**config.mk**
```make
export PLATFORM = sky130hd
export DESIGN_NAME = sr_cmd_gen_flat
export DESIGN_NICKNAME = d
export VERILOG_FILES = /design/src/rtl/sr_cmd_gen_if.sv /design/src/rtl/sr_cmd_gen.sv /design/src/flat_wrapper.sv
export SDC_FILE = /design/constraint.sdc
export NUM_CORES = 1
export LEC_CHECK = 0
export BUFFER_PORTS_ARGS = -buffer_cell sky130_fd_sc_hd__buf_2
export CAP_MARGIN = 0
export CORE_MARGIN = 5
export CORE_UTILIZATION = 49
export CTS_CLUSTER_DIAMETER = 50
export DETAILED_ROUTE_END_ITERATION = 8
export PLACE_DENSITY = 0.78
export RECOVER_POWER = 25
export SLEW_MARGIN = 40
export SYNTH_ARGS = -nofsm -noshare
export SYNTH_HDL_FRONTEND = slang
export SYNTH_SLANG_ARGS = --single-unit
```
**constraint.sdc**
```tcl
create_clock -name clk -period 2.3 [get_ports clk]
set_clock_uncertainty 0.1 [all_clocks]
set_input_delay 0 -clock clk [delete_from_list [all_inputs] [get_ports clk]]
set_output_delay 0 -clock clk [all_outputs]
set_load 0.005 [all_outputs]
```
**src/rtl/sr_cmd_gen_if.sv**
```systemverilog
// sr_cmd_gen_if -- button/pulse bundle for the RS command generator.
//   btn_s, btn_r     : raw asynchronous push-button levels (into the generator)
//   s, r             : one-cycle set/reset pulses to the downstream RS flip-flop
//   conflict, overrun: sticky status flags
// master = button/monitor side, slave = generator side.
interface sr_cmd_gen_if;
  logic btn_s;
  logic btn_r;
  logic s;
  logic r;
  logic conflict;
  logic overrun;

  modport master (output btn_s, btn_r, input s, r, conflict, overrun);
  modport slave  (input btn_s, btn_r, output s, r, conflict, overrun);
endinterface

```
**src/rtl/sr_cmd_gen.sv**
```systemverilog
// sr_cmd_gen -- debounced push-button to RS pulse generator.
// Each button is synchronised (2 flops), debounced, and its rising debounced
// edge latches a pending request. A small FSM issues one-cycle s/r pulses,
// set before reset, with GAP_CYCLES idle cycles forced after every pulse.
// Ports:
//   clk : clock, all state on posedge
//   rst : asynchronous active-high reset
//   bus : sr_cmd_gen_if.slave (btn_s/btn_r in, s/r/conflict/overrun out)
module sr_cmd_gen #(
  parameter int DB_CYCLES  = 4,
  parameter int GAP_CYCLES = 2,
  parameter int CNT_W      = 8
) (
  input logic          clk,
  input logic          rst,
  sr_cmd_gen_if.slave  bus
);

  localparam logic [1:0] ST_IDLE    = 2'd0;
  localparam logic [1:0] ST_PULSE_S = 2'd1;
  localparam logic [1:0] ST_PULSE_R = 2'd2;
  localparam logic [1:0] ST_GAP     = 2'd3;

  localparam logic [CNT_W-1:0] DB_LAST  = CNT_W'(DB_CYCLES - 1);
  localparam logic [CNT_W-1:0] GAP_LAST = CNT_W'(GAP_CYCLES - 1);

  // Channel index 0 = set, 1 = reset.
  logic [1:0]            w_btn;
  logic [1:0]            r_sync1, r_sync2;
  logic [1:0]            r_lvl, r_lvl_d;
  logic [1:0][CNT_W-1:0] r_db_cnt;
  logic [1:0]            r_pend;
  logic [1:0]            w_rise, w_take;
  logic [1:0]            r_state;
  logic [CNT_W-1:0]      r_gap_cnt;
  logic                  r_conflict, r_overrun;
  logic                  w_idle;

  assign w_btn  = {bus.btn_r, bus.btn_s};
  assign w_rise = r_lvl & ~r_lvl_d;
  assign w_idle = (r_state == ST_IDLE);
  // Set has priority; reset is only taken when set is not pending.
  assign w_take[0] = w_idle & r_pend[0];
  assign w_take[1] = w_idle & ~r_pend[0] & r_pend[1];

  // Synchroniser and debounce. The counter tracks how long sync2 has
  // disagreed with the debounced level; agreement restarts it.
  always_ff @(posedge clk or posedge rst) begin
    if (rst) begin
      r_sync1  <= '0;
      r_sync2  <= '0;
      r_lvl    <= '0;
      r_lvl_d  <= '0;
      r_db_cnt <= '0;
    end else begin
      r_sync1 <= w_btn;
      r_sync2 <= r_sync1;
      r_lvl_d <= r_lvl;
      for (int i = 0; i < 2; i++) begin
        if (r_sync2[i] == r_lvl[i]) begin
          r_db_cnt[i] <= '0;
        end else if (r_db_cnt[i] == DB_LAST) begin
          r_lvl[i]    <= ~r_lvl[i];
          r_db_cnt[i] <= '0;
        end else begin
          r_db_cnt[i] <= r_db_cnt[i] + 1'b1;
        end
      end
    end
  end

  // Pending bits and sticky flags. A debounced rise that finds its pending
  // bit already set (pre-edge value) is dropped and flagged as overrun,
  // even if the FSM happens to consume the old request on the same edge.
  always_ff @(posedge clk or posedge rst) begin
    if (rst) begin
      r_pend     <= '0;
      r_conflict <= 1'b0;
      r_overrun  <= 1'b0;
    end else begin
      for (int i = 0; i < 2; i++) begin
        if (w_take[i])                     r_pend[i] <= 1'b0;
        else if (w_rise[i] && !r_pend[i])  r_pend[i] <= 1'b1;
      end
      if (|(w_rise & r_pend))   r_overrun  <= 1'b1;
      if (w_idle && (&r_pend))  r_conflict <= 1'b1;
    end
  end

  // Pulse FSM.
  always_ff @(posedge clk or posedge rst) begin
    if (rst) begin
      r_state   <= ST_IDLE;
      r_gap_cnt <= '0;
    end else begin
      case (r_state)
        ST_IDLE: begin
          if (w_take[0])      r_state <= ST_PULSE_S;
          else if (w_take[1]) r_state <= ST_PULSE_R;
        end
        ST_PULSE_S, ST_PULSE_R: begin
          r_state   <= ST_GAP;
          r_gap_cnt <= '0;
        end
        default: begin
          if (r_gap_cnt == GAP_LAST) r_state <= ST_IDLE;
          else                       r_gap_cnt <= r_gap_cnt + 1'b1;
        end
      endcase
    end
  end

  assign bus.s        = (r_state == ST_PULSE_S);
  assign bus.r        = (r_state == ST_PULSE_R);
  assign bus.conflict = r_conflict;
  assign bus.overrun  = r_overrun;

endmodule

```
**src/flat_wrapper.sv**
```systemverilog
// flat-port wrapper written by rule: the top's interface ports become plain ports
module sr_cmd_gen_flat 
#(
  parameter int DB_CYCLES  = 4,
  parameter int GAP_CYCLES = 2,
  parameter int CNT_W      = 8
)
  (clk, rst, bus_btn_s, bus_btn_r, bus_s, bus_r, bus_conflict, bus_overrun);
  sr_cmd_gen_if bus_i ();
  input logic clk;
  input logic rst;
  input wire logic [$bits(bus_i.btn_s)-1:0] bus_btn_s;
  input wire logic [$bits(bus_i.btn_r)-1:0] bus_btn_r;
  output wire logic [$bits(bus_i.s)-1:0] bus_s;
  output wire logic [$bits(bus_i.r)-1:0] bus_r;
  output wire logic [$bits(bus_i.conflict)-1:0] bus_conflict;
  output wire logic [$bits(bus_i.overrun)-1:0] bus_overrun;
  assign bus_i.btn_s = bus_btn_s;
  assign bus_i.btn_r = bus_btn_r;
  assign bus_s = bus_i.s;
  assign bus_r = bus_i.r;
  assign bus_conflict = bus_i.conflict;
  assign bus_overrun = bus_i.overrun;
  sr_cmd_gen #(.DB_CYCLES(DB_CYCLES), .GAP_CYCLES(GAP_CYCLES), .CNT_W(CNT_W)) u_core (.clk(clk), .rst(rst), .bus(bus_i));
endmodule
```
==> metrics.csv <==
metric;value;unit
synth_top_family_by_area;simple AND/OR/NAND/NOR gates;
grt-ovfl-total;0;
ys.flop_type;dfrtp_1;
whs;0.2186;ns
relSlewSlack;39.78;%
grt_pass1_wl;5.375;mm
slowest_delay;0.50;ns
whs_path_depth;2;
synth.cell_area;0.001760;sq mm
cp_max_fo;6;
cts_setup_buffers;0;
area_growth;10.45;%
place.gp.congestion;0.8967;
synth.avg_cell_area;10.80;sq um
grt_antenna_before_repair;0;
p_leak;0.9240;nW
synth_fp_nets;177;
fillers;306;
async_flop_share;100.0;%
hold_viol;0;
core_area;0.003416;sq mm
critPathTopFamily;simple AND/OR/NAND/NOR gates;
grt_use_total;13.37;%
die_h;69.94;microns
worstSetupPathType;register to register;
drt-total-wl;3.047;mm
synth_seq_cells;38;
synthCells;163;
numClockSinks;38;
num_antenna_cells;0;
hold_start;bus_btn_r;
cts_tree;built;
synth-xor-area-share;7.960;%
hold_end;u_core.r_sync1[1]$_DFF_PP0_;
setup_viol;0;
critPathCaptureType;register;
finalSetupTns;0;ns
drive_gt1_share;13.81;%
drv_slew;0;
cpMaxStageDelayCell;or4b_4;
power_density;1080;mW/mm^2
die_area;0.004892;sq mm
cts.clk_slew.worst_paths;0.12;ns
grt_max_degree;39;
multi_input_area;775.7;sq um
place_worst_setup_slack;0.3018;ns
reg2reg_to;u_core.r_state[0]$_DFFE_PP0P_;
comb_power_share;36.5;%
cts_buffers;5;
p_clk_share;16.8;%
regArea;950.9;sq um
tightest_slew;0.9034;ns
num_vias;1220;
drtAntennaViolNets;0;
die_w;69.94;microns
synth-seq-area-share;54.02;%
p_seq_share;46.7;%
power;0.002101;W
switchingPower;0.0008001;W
final_nets;194;
drv_cap;0;
synthAdderAreaFrac;7.107;%
hp-class;input pin to register;
port_buffers;7;
insertion_delay;0.33;ns
synth_compound_area_share;7.107;%
cts_buffer_depth;2;
max_freq;0.4995;GHz
cp_cell_sequence;inv_1, ha_1, or4b_4, o21ai_4, o21ai_2, mux2_4;
grt_pass1_vias;1242;
setup_ws;0.2982;ns
routed_via_density;5.374;
status;finished clean;
rsz0062_at_grt;no;
synthMuxAreaShare;3.269;%
start_kind;register;
r2r_slack;0.30;ns
initial_core_util;51.54;%
synth_edf_count;0;
timing.final.crit_period;2.002;ns
cts_max_level;2;
core.rowCount;21;
final_cell_mix;38 x dfrtp_1, 19 x nor2_1, 15 x nand3_1, 14 x xor2_1, 13 x nand2_1;
internal_power;0.001301;W
ios;8;
drc;0;
synth-simple-area-share;18.62;%
synth_warnings;0;
drtPass1Iterations;4;
synth_cell_types;31;
arrival;2.13;ns
cts-root-buf;clkbuf_4;
crit_required;2.43;ns
place_hpwl;2.148;mm
r2r_cells;6;
drt_iter0_drc;39;
final_common_cell;dfrtp_1;
swShare;38.08;%
wl_per_cell;13.42;microns
r2r_start;u_core.r_gap_cnt[1]$_DFFE_PP0P_;
cp.buffers_inverters;1;
finalCritPeriodShare;87.04;%
peakVddDrop;630.3;uV
how the worst max path moves through the flow:
stage	start	end	slack, ns	cells after the start
after floorplan	u_core.r_gap_cnt[1]$_DFFE_PP0P_	u_core.r_state[0]$_DFFE_PP0P_	0.43	6
after global placement	u_core.r_gap_cnt[1]$_DFFE_PP0P_	u_core.r_state[0]$_DFFE_PP0P_	0.39	6
after detailed placement	u_core.r_gap_cnt[1]$_DFFE_PP0P_	u_core.r_state[0]$_DFFE_PP0P_	0.30	6
after CTS	u_core.r_gap_cnt[1]$_DFFE_PP0P_	u_core.r_state[0]$_DFFE_PP0P_	0.29	6
after global routing	u_core.r_gap_cnt[1]$_DFFE_PP0P_	u_core.r_state[0]$_DFFE_PP0P_	0.25	6
final	u_core.r_gap_cnt[1]$_DFFE_PP0P_	u_core.r_state[0]$_DFFE_PP0P_	0.30	6
sequential cells by signal (all words and copies together), names as in the netlist:
register and cells:
u_core.bus.conflict 1, u_core.r_gap_cnt 8, u_core.r_db_cnt 16, u_core.r_lvl 2, u_core.r_pend 2, u_core.r_sync1 2, u_core.r_lvl_d 2, u_core.r_sync2 2
u_core.bus.overrun 1, u_core.r_state 2
layer usage:
metal  up-vias  global-route usage (%)  share of wire [%]
met5         -                       0                  0
met4         0                   5.106                1.8
met3         9                   3.443                3.4
met2        27                   22.25                 50
met1       593                   16.64                 45
li1        591                       -                  -
cells in the mapped netlist (3+ instances only):
cell type	number	share of area [%]
nand3_1	15	4.3
xor2_1	14	7.0
dfrtp_1	38	54
ha_1	10	7.1
nor3_1	3	0.85
o21ai_0	5	1.4
and3_1	6	2.1
a21oi_1	4	1.1
nand2_1	13	2.8
nor2_1	19	4.1
inv_1	8	1.7
or3_1	3	1.1
power groups by stage:
stage	combinational, W	clock [W]	sequential [W]
finish	0.000766	0.000353	0.000981
detailed placement	0.000759	0	0.000993
global route	0.000857	0.000396	0.00101
floorplan	0.000605	0	0.000951
global placement	0.000712	0	0.000980
CTS	0.000769	0.000367	0.000982
logic make-up after synthesis:
group,count (synthesis)
AOI/OAI and AO/OA,19
and+or+nand+nor,66
adders and majority gates,10
DFF,38
xor gates and xnor gates,16
buffers and inverters,9
muxes,5
repair_timing:
item | in CTS | in global routing
hold endpoints to repair | 40 | 0
resized for setup | 0 | 0
hold buffers | 3 | 0
setup endpoints to repair | 0 | 0
per-stage QoR:
stage	instances	util, %	area (sq um)
2_1_floorplan	163	-	1760
4_1_cts	227	57.00	1947
6_report	227	56.92	1944
3_3_place_gp	216	54.36	1857
3_5_place_dp	216	54.36	1857
5_1_grt	227	56.92	1944
final cells by class:
class | instances | share of cell area (%)
inverters | 8 | 1.544
well taps | 46 | 2.960
multi-input cells | 116 | 39.90
clock inverters | 1 | 0.2574
clock buffers | 7 | 2.831
flip-flops and latches | 38 | 48.91
repair buffers | 11 | 3.604
Power figures use the tool's default switching activity.
